==> config.mk <==
export PLATFORM = sky130hd
export DESIGN_NAME = divisor
export DESIGN_NICKNAME = d
export VERILOG_FILES = /design/src/rtl/divisor.sv
export SDC_FILE = /design/constraint.sdc
export NUM_CORES = 1
export LEC_CHECK = 0
export CORE_MARGIN = 1.5
export CORE_UTILIZATION = 45
export DETAILED_ROUTE_END_ITERATION = 8
export PLACE_DENSITY = 0.8
export SLEW_MARGIN = 30
export SYNTH_ARGS = -nofsm -noshare
export SYNTH_HDL_FRONTEND = slang
export SYNTH_SLANG_ARGS = --single-unit
==> constraint.sdc <==
create_clock -name clk -period 3.5 [get_ports clk]
set_clock_uncertainty 0.2 [all_clocks]
set_input_delay 0.7 -clock clk [delete_from_list [all_inputs] [get_ports clk]]
set_output_delay 0.7 -clock clk [all_outputs]
set_load 0.1 [all_outputs]
==> src/rtl/divisor.sv <==
// divisor: sequential restoring divider, one quotient bit per clock.
// Takes a 2*TAM-bit dividend and a TAM-bit divisor.
// Returns a 2*TAM-bit quotient and a TAM-bit remainder with a start/busy/done handshake.
// A zero divisor returns an all-ones quotient, a zero remainder and div_zero=1.
module divisor #(
   parameter int TAM = 8
) (
   input  logic               clk,
   input  logic               rst_n,
   input  logic               start,
   input  logic [2*TAM-1:0]   S,
   input  logic [TAM-1:0]     B,
   output logic [2*TAM-1:0]   Q,
   output logic [TAM-1:0]     R,
   output logic               busy,
   output logic               done,
   output logic               div_zero
);

   localparam int            CW   = $clog2(2*TAM);
   localparam logic [CW-1:0] LAST = CW'(2*TAM-1);

   typedef enum logic [1:0] {IDLE, RUN, FIN} state_t;

   state_t             state_q, state_d;
   logic [TAM:0]       rem_q, rem_d;       // partial remainder, one guard bit
   logic [2*TAM-1:0]   quo_q, quo_d;       // dividend shifting out, quotient shifting in
   logic [TAM-1:0]     b_q, b_d;
   logic [CW-1:0]      cnt_q, cnt_d;
   logic               zdiv_q, zdiv_d;     // current operation is a divide-by-zero
   logic [2*TAM-1:0]   q_q, q_d;
   logic [TAM-1:0]     r_q, r_d;
   logic               busy_q, busy_d;
   logic               done_q, done_d;
   logic               dz_q, dz_d;

   // One shift-subtract step: move the next dividend bit into the remainder, then try B.
   logic [TAM:0]       sh_rem;
   logic [TAM:0]       sub_rem;
   logic [2*TAM-1:0]   sh_quo;
   logic               fits;

   assign sh_rem  = {rem_q[TAM-1:0], quo_q[2*TAM-1]};
   assign sub_rem = sh_rem - {1'b0, b_q};
   assign sh_quo  = {quo_q[2*TAM-2:0], 1'b0};
   assign fits    = (sh_rem >= {1'b0, b_q});

   // Next-state and datapath: accept in IDLE/FIN, iterate in RUN, publish results on completion.
   always_comb begin
      // NOTE: every signal gets a default first so no path leaves it unassigned (no latches).
      state_d = state_q;
      rem_d   = rem_q;
      quo_d   = quo_q;
      b_d     = b_q;
      cnt_d   = cnt_q;
      zdiv_d  = zdiv_q;
      q_d     = q_q;
      r_d     = r_q;
      busy_d  = busy_q;
      done_d  = 1'b0;
      dz_d    = dz_q;

      case (state_q)
         IDLE, FIN: begin
            state_d = IDLE;
            if (start) begin
               state_d = RUN;
               dz_d    = (B == '0);
               if (B != '0) begin
                  quo_d  = S;
                  b_d    = B;
                  rem_d  = '0;
                  cnt_d  = '0;
                  zdiv_d = 1'b0;
                  busy_d = 1'b1;
               end else begin
                  // Divide-by-zero spends a single non-busy cycle in RUN before FIN.
                  zdiv_d = 1'b1;
                  busy_d = 1'b0;
               end
            end
         end
         RUN: begin
            if (zdiv_q) begin
               q_d     = '1;
               r_d     = '0;
               done_d  = 1'b1;
               state_d = FIN;
            end else begin
               rem_d = fits ? sub_rem : sh_rem;
               quo_d = {sh_quo[2*TAM-1:1], fits};
               cnt_d = cnt_q + 1'b1;
               if (cnt_q == LAST) begin
                  q_d     = {sh_quo[2*TAM-1:1], fits};
                  r_d     = fits ? sub_rem[TAM-1:0] : sh_rem[TAM-1:0];
                  busy_d  = 1'b0;
                  done_d  = 1'b1;
                  state_d = FIN;
               end
            end
         end
         default: state_d = IDLE;
      endcase
   end

   // State and output registers; reset clears everything, even mid-division.
   always_ff @(posedge clk or negedge rst_n) begin
      if (!rst_n) begin
         state_q <= IDLE;
         rem_q   <= '0;
         quo_q   <= '0;
         b_q     <= '0;
         cnt_q   <= '0;
         zdiv_q  <= 1'b0;
         q_q     <= '0;
         r_q     <= '0;
         busy_q  <= 1'b0;
         done_q  <= 1'b0;
         dz_q    <= 1'b0;
      end else begin
         // NOTE: non-blocking assignments so every register samples pre-edge values.
         state_q <= state_d;
         rem_q   <= rem_d;
         quo_q   <= quo_d;
         b_q     <= b_d;
         cnt_q   <= cnt_d;
         zdiv_q  <= zdiv_d;
         q_q     <= q_d;
         r_q     <= r_d;
         busy_q  <= busy_d;
         done_q  <= done_d;
         dz_q    <= dz_d;
      end
   end

   assign Q        = q_q;
   assign R        = r_q;
   assign busy     = busy_q;
   assign done     = done_q;
   assign div_zero = dz_q;

endmodule

# ---- Word-level counts from Yosys, hierarchy flattened
# Cells that the tools add are included.
# W data, S select, Z words.
dict set report totals {
  latchBits 0
  n_memories 0
  rom_bits 0
  mem_bits_rw 0
  reg_bits 66
  output_inout_bits 27
  in_bits 27
}
dict set report classes {
  eq_ne 8
  magnitude_cmp 1
  bitwise_logic 0
  mul 0
  n_reduce_logical 11
  muxes 31
  addsub 2
  shift 0
  div 0
}
# cell n
set op_table {}
lappend op_table {{$mux W16} 5}
lappend op_table {{$mux W8} 7}
lappend op_table {{$pmux W16 S2} 1}
lappend op_table {{$pmux W8 S2} 1}
lappend op_table {{$mux W4} 3}
lappend op_table {{$ge A9 B8 Y1} 1}
lappend op_table {{$mux W1} 9}
lappend op_table {{$logic_not A8 Y1} 1}
lappend op_table {{$ne A2 B2 Y1 const B} 4}
lappend op_table {{$pmux W4 S2} 1}
lappend op_table {{$reduce_and A4 Y1} 2}
lappend op_table {{$reduce_bool A8 Y1} 1}
lappend op_table {{$sub A8 B8 Y8} 1}
lappend op_table {{$add A4 B1 Y4 const B} 1}
lappend op_table {{$eq A4 B4 Y1 const B} 1}
lappend op_table {{$mux W2} 2}
lappend op_table {{$pmux W2 S2} 1}
lappend op_table {{$reduce_and A2 Y1} 2}
lappend op_table {{$reduce_bool A2 Y1} 2}
lappend op_table {{$ne A3 B3 Y1 const B} 1}
lappend op_table {{$reduce_and A3 Y1} 1}
lappend op_table {{$eq A2 B1 Y1 const B} 1}
lappend op_table {{$eq A2 B2 Y1 const B} 1}
lappend op_table {{$logic_not A2 Y1} 1}
lappend op_table {{other kinds (2)} 2}

# ---- Depth between registers and ports, before layout
dict set report depth {
  ltp_word 4
  mapped_depth 9
}

# ---- Worst setup path before layout
# No wires, ideal clock.
dict set report synth_timing {
  path_type {reg-to-reg}
  from {reg div_zero (netlist name)}
  to {reg cnt_q[3]}
  path_stages_with_launch 6
  t_required_ns 3.222
  setup_ns 0.078
  arrival_time_ns 2.023
  path_slack_ns 1.200
  n_path_buf 1
  cell_sequence {dfrtp_1 nor3b_1 nor2_1 buf_2 or3_1 a21oi_1}
}
# element line
set synth_lines {}
lappend synth_lines {{end signal, assigned} 126} ;# cnt_q <= cnt_d;
lappend synth_lines {{end, declared} 29} ;# logic [CW-1:0] cnt_q, cnt_d;

# ---- Worst setup path after layout
dict set report layout_timing {
  from {reg rem_q[3]}
  to {reg r_q[5] (netlist: R[5])}
}
dict set report layout_between {
  elab_chain_cells 4
  word_cells_on_any_way 5
}
# element line
set layout_lines {}
lappend layout_lines {{start, declared} 26} ;# logic [TAM:0] rem_q, rem_d;
lappend layout_lines {{start signal, assigned} 123} ;# rem_q <= rem_d;
lappend layout_lines {{$sub A8 B8 Y8 / $ge A9 B8 Y1 (equally long branches)} {44, 46}}
lappend layout_lines {{$mux W8 *} 95} ;# r_d = fits ? sub_rem[TAM-1:0] : sh_rem[TAM-1:0];
lappend layout_lines {{$mux W8 *} 93} ;# if (cnt_q == LAST) begin
lappend layout_lines {{$mux W8 *} 84} ;# if (zdiv_q) begin
lappend layout_lines {{end signal, assigned} 129} ;# r_q <= r_d;
lappend layout_lines {{end, declared} 32} ;# logic [TAM-1:0] r_q, r_d;
# Mark *: on every way between the ends. The rest lies on a longest branch, timed or not. The select of a mux whose other input is x is not followed.
# A chain may end at the register's enable or synchronous reset.

==> results.json <==
{
  "status": "completed",
  "layout-drive-gt1-share_pct": 14.8,
  "synth_flop_cell": "dfrtp_1",
  "p_per_area_nw_per_um2": 906,
  "criticalPathCategory": "reg2reg",
  "hp-class": "reg2reg",
  "post-route-period-util_pct": 80.5,
  "path_clk_slew_ns": 0.08,
  "layout_commonest_cell": "dfrtp_1",
  "whs_ns": 0.294,
  "fin_setup_tns_ns": 0,
  "totalPowerFinal_mw": 3.54,
  "rsz0062_at_grt": "false",
  "grt.total_usage_pct": 21.0,
  "crit_chain": "ha_1, a21o_1, a31o_1, o221ai_1, a22oi_1, o31ai_1",
  "ant_nets": 0,
  "vdd_ir_drop_max_uv": 313,
  "max_slew_margin_pct": 40.6,
  "syn-instance-count": 309,
  "worstPathArrival_ns": 2.85,
  "synth_area_per_cell_um2": 10.1,
  "nNetsFinal": 398,
  "wire_per_inst_um": 16.3,
  "initial_core_util_pct": 46.1,
  "drv_cap": 0,
  "die_x_um": 86.2,
  "holdBufCountCts": 0,
  "hpwlAfterDp_mm": 5.11,
  "drc": 0,
  "hold_violations": 0,
  "die_h_um": 86.2,
  "setup_viol": 0,
  "dieArea_um2": 7430,
  "synthDistinctLibCells": 48,
  "crit_fanout": 11,
  "diodes": 0,
  "synthTopCellsByArea": "dfrtp_1 (52%), nand2_1 (6.1%), o21ai_0 (5.3%), o22a_1 (4.2%), mux2i_1 (4.2%)",
  "root_buffer": "clkbuf_8",
  "max_clock_freq_ghz": 0.355,
  "clk_latency_ns": 0.35,
  "clock_path_buffers": 2,
  "critPathRequiredTime_ns": 3.53,
  "synth_edf_count": 0,
  "post-route-util_pct": 57.8,
  "grt_max_degree": 66,
  "io_pins": 54,
  "synth_top_cell_area_share_pct": 52.2,
  "area_growth_pct": 25.3,
  "max_stage_delay_ns": 0.69,
  "async_flop_share_pct": 100,
  "syn_area_um2": 3120,
  "layout_common_cells": "dfrtp_1 (65), nand2_1 (51), o21ai_0 (33)",
  "dr.pass1.iters": 4,
  "io_buffers": 53,
  "core_um2": 6760,
  "drt_iter0_markers": 242,
  "via_per_inst": 5.63,
  "grt_pass1_wl_mm": 11.9,
  "grt_pass1_vias": 2448,
  "cp-end-kind": "flop",
  "wl_mm": 7.27,
  "worst_slew_pin_slew_ns": 0.892,
  "yosysSeqAreaShare_pct": 52.2,
  "synth.largest_area_cell": "dfrtp_1",
  "placed_cell_area_um2": 3660,
  "cts_tree": "done",
  "rows": 30,
  "antenna_found_initial": 0,
  "worst_path_max_delay_cell": "o221ai_1",
  "start_kind": "flop",
  "htreeDepth": 3,
  "cts_resized": 0,
  "syn-num-nets": 346,
  "synth-seq-cells": 65,
  "final_area_um2": 3900,
  "cts_buffers": 9,
  "vias": 2511,
  "cts_sinks": 65,
  "yosys_warnings": 0,
  "fin_crit_ns": 2.82,
  "gp_congestion": 0.907,
  "postCtsSetupBuffers": 0,
  "grt-ovfl-total": 0,
  "p_leak_nw": 1.73,
  "slew_violations": 0
}
==> worst max-delay path, delay by kind of cell (launching register included) <==
kind                       cells  cell delay (ns)
AOI/OAI and AO/OA              5             1.69
adders and majority gates      1             0.39
DFF                            1             0.43
==> synthesized netlist by cell type (2+ instances only) <==
library cell  count
and3_1            5
nand2b_1          2
buf_2             7
a31o_2            2
nand2_1          51
inv_1            12
nand4_1           5
or3_1             3
a21oi_1           9
a22oi_1           4
nor4_1            2
a32o_1            2
mux2i_1          13
xnor2_1           2
o21ai_0          33
o22a_1           15
a21o_1            3
nor2b_1           2
nor3b_1           3
nand3_1           7
o31ai_1           5
dfrtp_1          65
nor3_1            4
o211ai_1          5
a211oi_1          2
nor2_1            6
ha_1              9
and2_1            2
clkbuf_1         10
==> layer usage <==
metal / share of wire (%) / GRT usage (%) / up-vias
met5: 0 / 0 / -
met3: 5.2 / 4.29 / 16
met1: 46 / 29.7 / 1191
li1: - / - / 1229
met4: 2.4 / 9.24 / 0
met2: 47 / 31.4 / 75
==> cell families after synthesis <==
| group | Yosys count | share of synthesized area [%] |
|---|---|---|
| mux | 13 | 4.18 |
| xor+xnor | 3 | 0.844 |
| buf+inv | 31 | 4.02 |
| simple gates | 94 | 14.1 |
| compound gates | 93 | 20.4 |
| flops | 65 | 52.2 |
| fa+ha+maj | 10 | 4.26 |
==> where the power goes <==
group | internal, mW | switching [mW]
combinational | 0.595 | 1.05
sequential | 0.960 | 0.147
clock | 0.477 | 0.305
total | 2.03 | 1.50
==> layout make-up <==
class                      count  area [um^2]
fill                         596         2850
sequential                    65         1630
multi-input combinational    213         1370
timing repair buffer          59          515
clock buffer                  10          128
clock inverter                 6          115
tap                           80          100
inverter                      13         48.8
==> through the flow <==
| step | std cells | worst slack [ns] |
|---|---|---|
| after floorplan | 309 | 1.20 |
| after global placement | 430 | 0.683 |
| after detailed placement | 430 | 0.637 |
| after CTS | 446 | 0.728 |
| after global routing | 446 | 0.538 |
| final | 446 | 0.682 |
==> registers in the layout, summed over array words and instances (netlist names) <==
register	flops
cnt_q	4
b_q	8
rem_q	8
R	8
busy	1
div_zero	1
quo_q	16
done	1
state_q	2
Q	16
==> path summary, 6_finish.rpt <==
kind                                             from               endpoint  slack (ns)  cells past startpoint
worst min-delay path            quo_q[15]$_DFFE_PN0P_  quo_q[15]$_DFFE_PN0P_        0.29                      2
worst max register to register   rem_q[3]$_DFFE_PN0P_       R[5]$_DFFE_PN0P_        0.68                      6
worst min register to register  quo_q[15]$_DFFE_PN0P_  quo_q[15]$_DFFE_PN0P_        0.29                      2
worst max-delay path             rem_q[3]$_DFFE_PN0P_       R[5]$_DFFE_PN0P_        0.68                      6
min in group asynchronous                       rst_n       Q[6]$_DFFE_PN0P_        0.32                      2
max in group asynchronous                       rst_n      Q[12]$_DFFE_PN0P_        2.24                      2
No activity file was read; power rests on OpenSTA's default activity.
